**src/rtl/led_pattern_gen.sv**
```systemverilog
// WIDTH-bit LED pattern generator with built-in step prescaler.
// Patterns: fill, drain, chase, fill-then-drain; direction selectable.
module led_pattern_gen #(
    parameter int WIDTH = 8,
    parameter int DIV   = 25000000,
    parameter int DIV_W = 25
) (
    input  logic             clk,
    input  logic             rs,
    input  logic             en,
    input  logic [1:0]       mode,
    input  logic             dir,
    output logic [WIDTH-1:0] q,
    output logic             tick,
    output logic             done
);

    typedef enum logic {FILL, DRAIN} phase_t;

    localparam logic [1:0]       MODE_FILL  = 2'b00;
    localparam logic [1:0]       MODE_DRAIN = 2'b01;
    localparam logic [1:0]       MODE_CHASE = 2'b10;
    localparam logic [WIDTH-1:0] ONES       = '1;
    localparam logic [WIDTH-1:0] LSB_HOT    = WIDTH'(1);
    localparam logic [WIDTH-1:0] MSB_HOT    = LSB_HOT << (WIDTH - 1);
    localparam logic [DIV_W-1:0] CNT_MAX    = DIV_W'(DIV - 1);

    logic [DIV_W-1:0] cnt, cnt_n;
    logic [WIDTH-1:0] q_n, start_hot;
    logic [1:0]       mode_q, mode_q_n;
    phase_t           phase, phase_n;
    logic             tick_n, done_n;

    function automatic logic [WIDTH-1:0] shift_in(input logic [WIDTH-1:0] v,
                                                  input logic d, input logic b);
        return d ? {b, v[WIDTH-1:1]} : {v[WIDTH-2:0], b};
    endfunction

    function automatic logic [WIDTH-1:0] rotate(input logic [WIDTH-1:0] v, input logic d);
        return d ? {v[0], v[WIDTH-1:1]} : {v[WIDTH-2:0], v[WIDTH-1]};
    endfunction

    assign start_hot = dir ? MSB_HOT : LSB_HOT;

    always_comb begin
        cnt_n    = cnt;
        q_n      = q;
        phase_n  = phase;
        mode_q_n = mode_q;
        tick_n   = 1'b0;
        done_n   = 1'b0;
        if (mode != mode_q) begin
            // A mode change restarts the sequence and overrides any pending step
            mode_q_n = mode;
            cnt_n    = '0;
            phase_n  = FILL;
            case (mode)
                MODE_DRAIN: q_n = ONES;
                MODE_CHASE: q_n = start_hot;
                default:    q_n = '0;
            endcase
        end else if (en) begin
            if (cnt == CNT_MAX) begin
                cnt_n  = '0;
                tick_n = 1'b1;
                case (mode_q)
                    MODE_FILL: begin
                        if (q == ONES) begin
                            q_n    = '0;
                            done_n = 1'b1;
                        end else begin
                            q_n = shift_in(q, dir, 1'b1);
                        end
                    end
                    MODE_DRAIN: begin
                        if (q == '0) begin
                            q_n    = ONES;
                            done_n = 1'b1;
                        end else begin
                            q_n = shift_in(q, dir, 1'b0);
                        end
                    end
                    MODE_CHASE: begin
                        if ($onehot(q)) begin
                            q_n    = rotate(q, dir);
                            done_n = dir ? q[0] : q[WIDTH-1];
                        end else begin
                            q_n = start_hot;
                        end
                    end
                    default: begin
                        if (phase == FILL) begin
                            q_n = shift_in(q, dir, 1'b1);
                            if (q_n == ONES) phase_n = DRAIN;
                        end else begin
                            q_n = shift_in(q, dir, 1'b0);
                            if (q_n == '0) begin
                                phase_n = FILL;
                                done_n  = 1'b1;
                            end
                        end
                    end
                endcase
            end else begin
                cnt_n = cnt + DIV_W'(1);
            end
        end
    end

    always_ff @(posedge clk) begin
        if (!rs) begin
            cnt    <= '0;
            q      <= '0;
            phase  <= FILL;
            mode_q <= MODE_FILL;
            tick   <= 1'b0;
            done   <= 1'b0;
        end else begin
            cnt    <= cnt_n;
            q      <= q_n;
            phase  <= phase_n;
            mode_q <= mode_q_n;
            tick   <= tick_n;
            done   <= done_n;
        end
    end

endmodule

```
**config.mk**
```make
export PLATFORM = sky130hd
export DESIGN_NAME = led_pattern_gen
export DESIGN_NICKNAME = d
export VERILOG_FILES = /design/src/rtl/led_pattern_gen.sv
export SDC_FILE = /design/constraint.sdc
export NUM_CORES = 1
export LEC_CHECK = 0
export CORE_ASPECT_RATIO = 1.5
export CORE_MARGIN = 10
export CORE_UTILIZATION = 36
export DETAILED_ROUTE_END_ITERATION = 8
export PLACE_DENSITY = 0.59
export SYNTH_ARGS = -nofsm -noshare
export SYNTH_HDL_FRONTEND = slang
export SYNTH_SLANG_ARGS = --single-unit
```
**constraint.sdc**
```tcl
create_clock -name clk -period 10.7 [get_ports clk]
set_input_delay 1.605 -clock clk [delete_from_list [all_inputs] [get_ports clk]]
set_output_delay 1.605 -clock clk [all_outputs]
set_load 0.05 [all_outputs]
```
==> metrics.yaml, run 1 <==
run_status:
  outcome: "finished clean"
worst_setup_path:
  rr_worst_depth: 13
  critical_path.max_fanout: 7
  cp_cell_sequence: "inv_1 > fa_1 > fa_1 > fa_1 > inv_1 > ha_1 > inv_1 > fa_1 > and3b_1 > a31o_2 > a211oi_1 > nor3_4 > a221o_1"
  critPathRequiredTime_ns: 10.88
  r2r_start: "q[1]"
  critPathTopFamily: "adder cells"
  worstSetupStartpoint: "q[1]"
  cp_common_cell: "fa_1"
  start_kind: "flop"
  cp_num_buf_inv: 3
  critical_path_depth: 13
  cp_data_arrival_time_ns: 4.37
  slowest_delay_ns: 0.54
  path_class: "flop to flop"
  cp-end-kind: "flop"
  slowest_stage: "fa_1"
power:
  powerDensity_nw_per_um2: 125
  vdd_drop_max_mv: 0.0889
  p_leak_nw: 0.945
  total_power_w: 0.000319
die:
  row_count: 35
  start_util_pct: 36.8
  num_io_pins: 16
  dieWidth_um: 84.6
  die_height_um: 117
  coreArea_um2: 6130
  die-area_um2: 9890
timing:
  report.final.slew_viol_count: 0
  hold_viol: 0
  slew_headroom_pct: 56.0
  period_needed_ns: 4.19
  min_period_over_period_pct: 39.1
  finClkSkew_ns: 0.00818
  worst_pin_slew_ns: 0.660
  timing.setup.tns_ns: 0
  setup_slack_ns: 6.51
  fmax_mhz: 239
  rsz0062_at_grt: "false"
  setup_violations: 0
drt:
  wl_met3_um: 169
  vias: 1879
  detail_route.wl_per_cell_um: 14.6
  highest_layer: "met4"
  drt-initial-drc-count: 77
  viasPerCell: 5.38
  dr.pass1.iters: 6
  wl_met2_um: 2660
  routed_wirelength_um: 5110
  route.detailed.drc: 0
  antenna_left: 0
  wl_met1_um: 2120
clock_network:
  htreeDepth: 2
  cts_root_buffer: "clkbuf_8"
  cts.repair.resized: 0
  cts.clk_slew.worst_paths_ns: 0.08
  cts_tree: "yes"
  cts_sinks: 38
  cts_buffers: 5
  clk_latency_ns: 0.29
  holdBufCountCts: 0
  post_cts_buffers: 0
  cts_buffer_depth: 2
yosys:
  netlist_instances: 262
  yosysUniqueCellTypes: 48
  synth_area_per_cell_um2: 8.61
  netlist_area_um2: 2250
  synth_edf_count: 0
  synth_warnings: 0
  synth-async-reset-ratio_pct: 0
  ys_seq_area_share_pct: 33.7
  synth-seq-cells: 38
  post-synth-top-area-cell: "dfxtp_1"
  synth_top_area_share_pct: 33.7
  synth_area_leaders: "dfxtp_1 34%, xor2_1 8.2%, ha_1 5.0%"
  syn_nets: 281
  synth-main-ff-cell: "dfxtp_1"
placed_design:
  place_inst: 341
  place_hpwl_um: 3900
  portBuffers: 15
  pre_cts_slack_ns: 6.54
  routabilityCongestion: 0.835
global_routing:
  grt_pass1_wl_um: 8590
  antenna_found_initial: 0
  track_usage_pct: 10.4
  grt_max_degree: 26
  grt_pass1_vias: 1853
  grt-ovfl-total: 0
cells_and_area:
  layout.nets: 293
  layout_common_cells: "38 x dfxtp_1, 29 x nor2_1, 24 x nand2_1"
  post-route-util_pct: 41.6
  diodes: 0
  layout.cells.non_filler: 349
  area_growth_pct: 13.2
  final_common_cell: "dfxtp_1"
  drive_above_1_share_pct: 5.09
hold_path:
  hp-class: "flop to flop"
  holdPathStages: 2
  worstHoldStart: "cnt[22]"
run:
  drv_cap: 0
[worst paths after layout]
kind	slack (ns)	end
max	6.51	q[3]
min reg2reg	0.51	cnt[22]
min	0.51	cnt[22]
max reg2reg	6.51	q[3]
[cells by family (layout without fill, tap and decap cells)]
kind of cell	count (synthesis)	in the layout	synth area share (%)
AO/OA/AOI/OAI	34	34	11.1
XOR/XNOR	25	25	9.71
adder cells (fa/ha/maj)	13	13	8.55
buffers and inverters	28	41	5.27
flip-flops	38	38	33.7
multiplexers	2	2	0.888
AND/OR/NAND/NOR	122	122	30.7
[flip-flops by register name, summed over array words and instances (netlist names)]
register and count:
cnt 25, q 8, mode_q 2, done 1, phase 1, tick 1
[cell type report]
cell class / count / area, um^2
fillers: 616 / 3580
multi-input cells: 196 / 1380
flip-flops and latches: 38 / 761
repair buffers: 15 / 150
well taps: 74 / 92.6
clock buffers: 7 / 76.3
inverters: 18 / 67.6
clock inverters: 1 / 30.0
[synth_stat cells (6+ instances only)]
library cell  number
ha_1               9
dfxtp_1           38
and3_1             8
a221o_1            6
nand2_1           24
xor2_1            21
nor2_1            29
o211ai_1           6
nand3_1           12
and4_1            10
inv_1             18
a21oi_1           10
nand4_1           10
[stage by stage]
step | cell area (um^2) | hold slack, ns
floorplan | 2250 | 0.458
global placement | 2450 | 0.478
detailed placement | 2450 | 0.494
CTS | 2550 | 0.507
global route | 2550 | 0.529
finish | 2550 | 0.508
[worst register-to-register path: stages, from the launching register on]
cell,delay (ns)
dfxtp_1,0.44
inv_1,0.14
fa_1,0.54
fa_1,0.43
fa_1,0.50
inv_1,0.05
ha_1,0.18
inv_1,0.07
fa_1,0.41
and3b_1,0.20
a31o_2,0.28
a211oi_1,0.40
nor3_4,0.10
a221o_1,0.34
[layer usage]
layer | vias up | track usage (%)
met5 | - | 0
met4 | 0 | 5.18
met3 | 13 | 2.70
met2 | 30 | 19.3
met1 | 893 | 10.5
li1 | 943 | -
[power breakdown]
group	internal, W	switching (W)
Combinational	0.0000206	0.0000320
Sequential	0.000144	0.00000481
Clock	0.0000697	0.0000477
Total	0.000234	0.0000845
No activity file was read; power rests on OpenSTA's default activity.
==> inputs of run 2 (changes only) <==
Clock period 10.7 ns to 4.28 ns, I/O delays scaled along.
==> run 2 against run 1 <==
Compared with the run above:
- combinational power grew to 2.5 times the previous value
- cell count is 0.29% higher
- via count is 1.8% higher
- die area stayed put
- sequential power is 150% higher
- critical path depth stayed put
- clock-buffer cell count stayed put
- wire length is 3.0% higher
- worst hold slack worse by 0.0063 ns
- clock skew is 0.0047 ns lower
- critical path type unchanged
- largest power group unchanged
==> metrics.yaml, run 2 (synthesis results as in run 1) <==
run_status:
  outcome: "finished clean"
timing:
  report.final.slew_viol_count: 0  # unchanged
  worst_pin_slew_ns: 0.666  # +0.00622 ns
  finClkSkew_ns: 0.00350  # -0.00467 ns
  timing.setup.tns_ns: 0  # unchanged
  fmax_mhz: 249  # +4.2%
  slew_headroom_pct: 55.6  # -0.41 points
  min_period_over_period_pct: 93.9  # +55 points
  setup_slack_ns: 0.262  # -6.25 ns
  hold_viol: 0  # unchanged
  rsz0062_at_grt: "false"
  setup_violations: 0  # unchanged
  period_needed_ns: 4.02  # -0.169 ns
worst_setup_path:
  critPathRequiredTime_ns: 4.45  # -6.43 ns
  cp-end-kind: "flop"
  slowest_delay_ns: 0.53  # about the same
  cp_common_cell: "fa_1"
  cp_data_arrival_time_ns: 4.19  # -0.18 ns
  slowest_stage: "fa_1"
  path_class: "flop to flop"
  cp_cell_sequence: "inv_1 > fa_1 > fa_1 > fa_1 > inv_1 > ha_1 > inv_1 > fa_1 > and3b_1 > a31o_2 > a211oi_2 > nor3_4 > a221o_1"
  start_kind: "flop"
  critical_path.max_fanout: 7  # unchanged
drt:
  highest_layer: "met4"
  viasPerCell: 5.46  # +1.5%
  detail_route.wl_per_cell_um: 15.0  # +2.7%
  route.detailed.drc: 0  # unchanged
  wl_met3_um: 161  # -4.7%
  routed_wirelength_um: 5260  # +3.0%
  wl_met1_um: 2090  # -1.7%
  dr.pass1.iters: 4  # -2
  wl_met2_um: 2830  # +6.4%
  drt-initial-drc-count: 70  # -9.1%
  vias: 1912  # +1.8%
  antenna_left: 0  # unchanged
global_routing:
  grt_pass1_vias: 1870  # +0.92%
  antenna_found_initial: 0  # unchanged
  grt-ovfl-total: 0  # unchanged
  grt_max_degree: 26  # unchanged
  track_usage_pct: 11.0  # +0.56 points
  grt_pass1_wl_um: 8970  # +4.4%
clock_network:
  cts_buffer_depth: 2  # unchanged
  clk_latency_ns: 0.28  # about the same
  htreeDepth: 2  # unchanged
  cts_buffers: 5  # unchanged
  cts.clk_slew.worst_paths_ns: 0.07  # about the same
  cts_sinks: 38  # unchanged
  cts_tree: "yes"
  cts.repair.resized: 0  # unchanged
  post_cts_buffers: 0  # unchanged
  holdBufCountCts: 0  # unchanged
  cts_root_buffer: "clkbuf_8"
die:
  start_util_pct: 36.8  # unchanged
  num_io_pins: 16  # unchanged
  coreArea_um2: 6130  # unchanged
  die-area_um2: 9890  # unchanged
  dieWidth_um: 84.6  # unchanged
  die_height_um: 117  # unchanged
  row_count: 35  # unchanged
placed_design:
  place_hpwl_um: 3990  # +2.4%
  routabilityCongestion: 0.857  # +2.7%
  pre_cts_slack_ns: 0.204  # -6.34 ns
  portBuffers: 15  # unchanged
power:
  vdd_drop_max_mv: 0.158  # +78%
  p_comb_share_pct: 16.8  # +0.3 points
  switching_share_pct: 26.8  # +0.30 points
  internal_power_w: 0.000586  # +150%
  p_leak_nw: 0.953  # +0.77%
  pwr-share-clk_pct: 36.8  # about the same
  pwr-share-seq_pct: 46.4  # -0.2 points
  powerDensity_nw_per_um2: 312  # +150%
  power_switching_w: 0.000215  # +150%
hold_path:
  hp-class: "flop to flop"
run:
  drv_cap: 0  # unchanged
cells_and_area:
  diodes: 0  # unchanged
  final_common_cell: "dfxtp_1"
  largest_reg_flops: 25  # unchanged
  reg_top3: "cnt (25), q (8), mode_q (2)"
  area_growth_pct: 13.9
  drive_above_1_share_pct: 6.52  # +1.4 points
  layout.nets: 294  # +0.34%
  layout_common_cells: "36 x dfxtp_1, 29 x nor2_1, 24 x nand2_1"
  top_register: "cnt"
-- run 2: layout make-up --
type	instances	area [um^2]
clock buffer	7	76.3
multi-input combinational	196	1380
sequential	38	763
inverter	18	67.6
clock inverter	1	30.0
tap	74	92.6
timing repair buffer	16	158
fill	651	3560
-- run 2: critical path: cells and delay by family (launching register included) --
kind	cells	cell delay (ns)
fa+ha+maj	5	2.05
buf+inv	3	0.23
compound gates	3	0.93
simple gates	2	0.30
flops	1	0.40
-- run 2: worst paths after layout --
check	from	to	slack (ns)	cells past startpoint
hold reg to reg	cnt[22]	cnt[22]	0.50	2
hold / removal	cnt[22]	cnt[22]	0.50	2
setup / recovery	q[1]	q[3]	0.26	13
setup reg to reg	q[1]	q[3]	0.26	13
-- run 2: through the flow --
step / hold WS [ns] / instances / area (um^2) / power (W) / utilization [%]
5_1_grt: 0.547 / 350 / 2570 / 0.000845 / 41.9
3_5_place_dp: 0.489 / 342 / 2460 / 0.000513 / 40.1
6_report: 0.501 / 350 / 2570 / 0.000801 / 41.9
4_1_cts: 0.508 / 350 / 2560 / 0.000815 / 41.8
2_1_floorplan: 0.458 / 262 / 2260 / 0.000472 / -
3_3_place_gp: 0.477 / 342 / 2460 / 0.000512 / 40.1
-- run 2: routing by layer --
metal | track usage, % | vias up
met4 | 5.73 | 0
met5 | 0 | -
li1 | - | 945
met3 | 2.63 | 12
met2 | 20.5 | 35
met1 | 10.9 | 920
-- run 2: power by group through the flow --
| stage | clock [W] | sequential (W) | combinational (W) |
|---|---|---|---|
| global placement | 0 | 0.000379 | 0.000133 |
| global route | 0.000321 | 0.000373 | 0.000151 |
| detailed placement | 0 | 0.000380 | 0.000134 |
| CTS | 0.000309 | 0.000371 | 0.000134 |
| floorplan | 0 | 0.000390 | 0.0000819 |
| finish | 0.000295 | 0.000372 | 0.000134 |
==> inputs of run 3 (changes only) <==
Settings changed: SLEW_MARGIN from default to 30.
==> results of run 3 <==
Same layout as run 2: the final DEF is identical, and so are final timing and power.
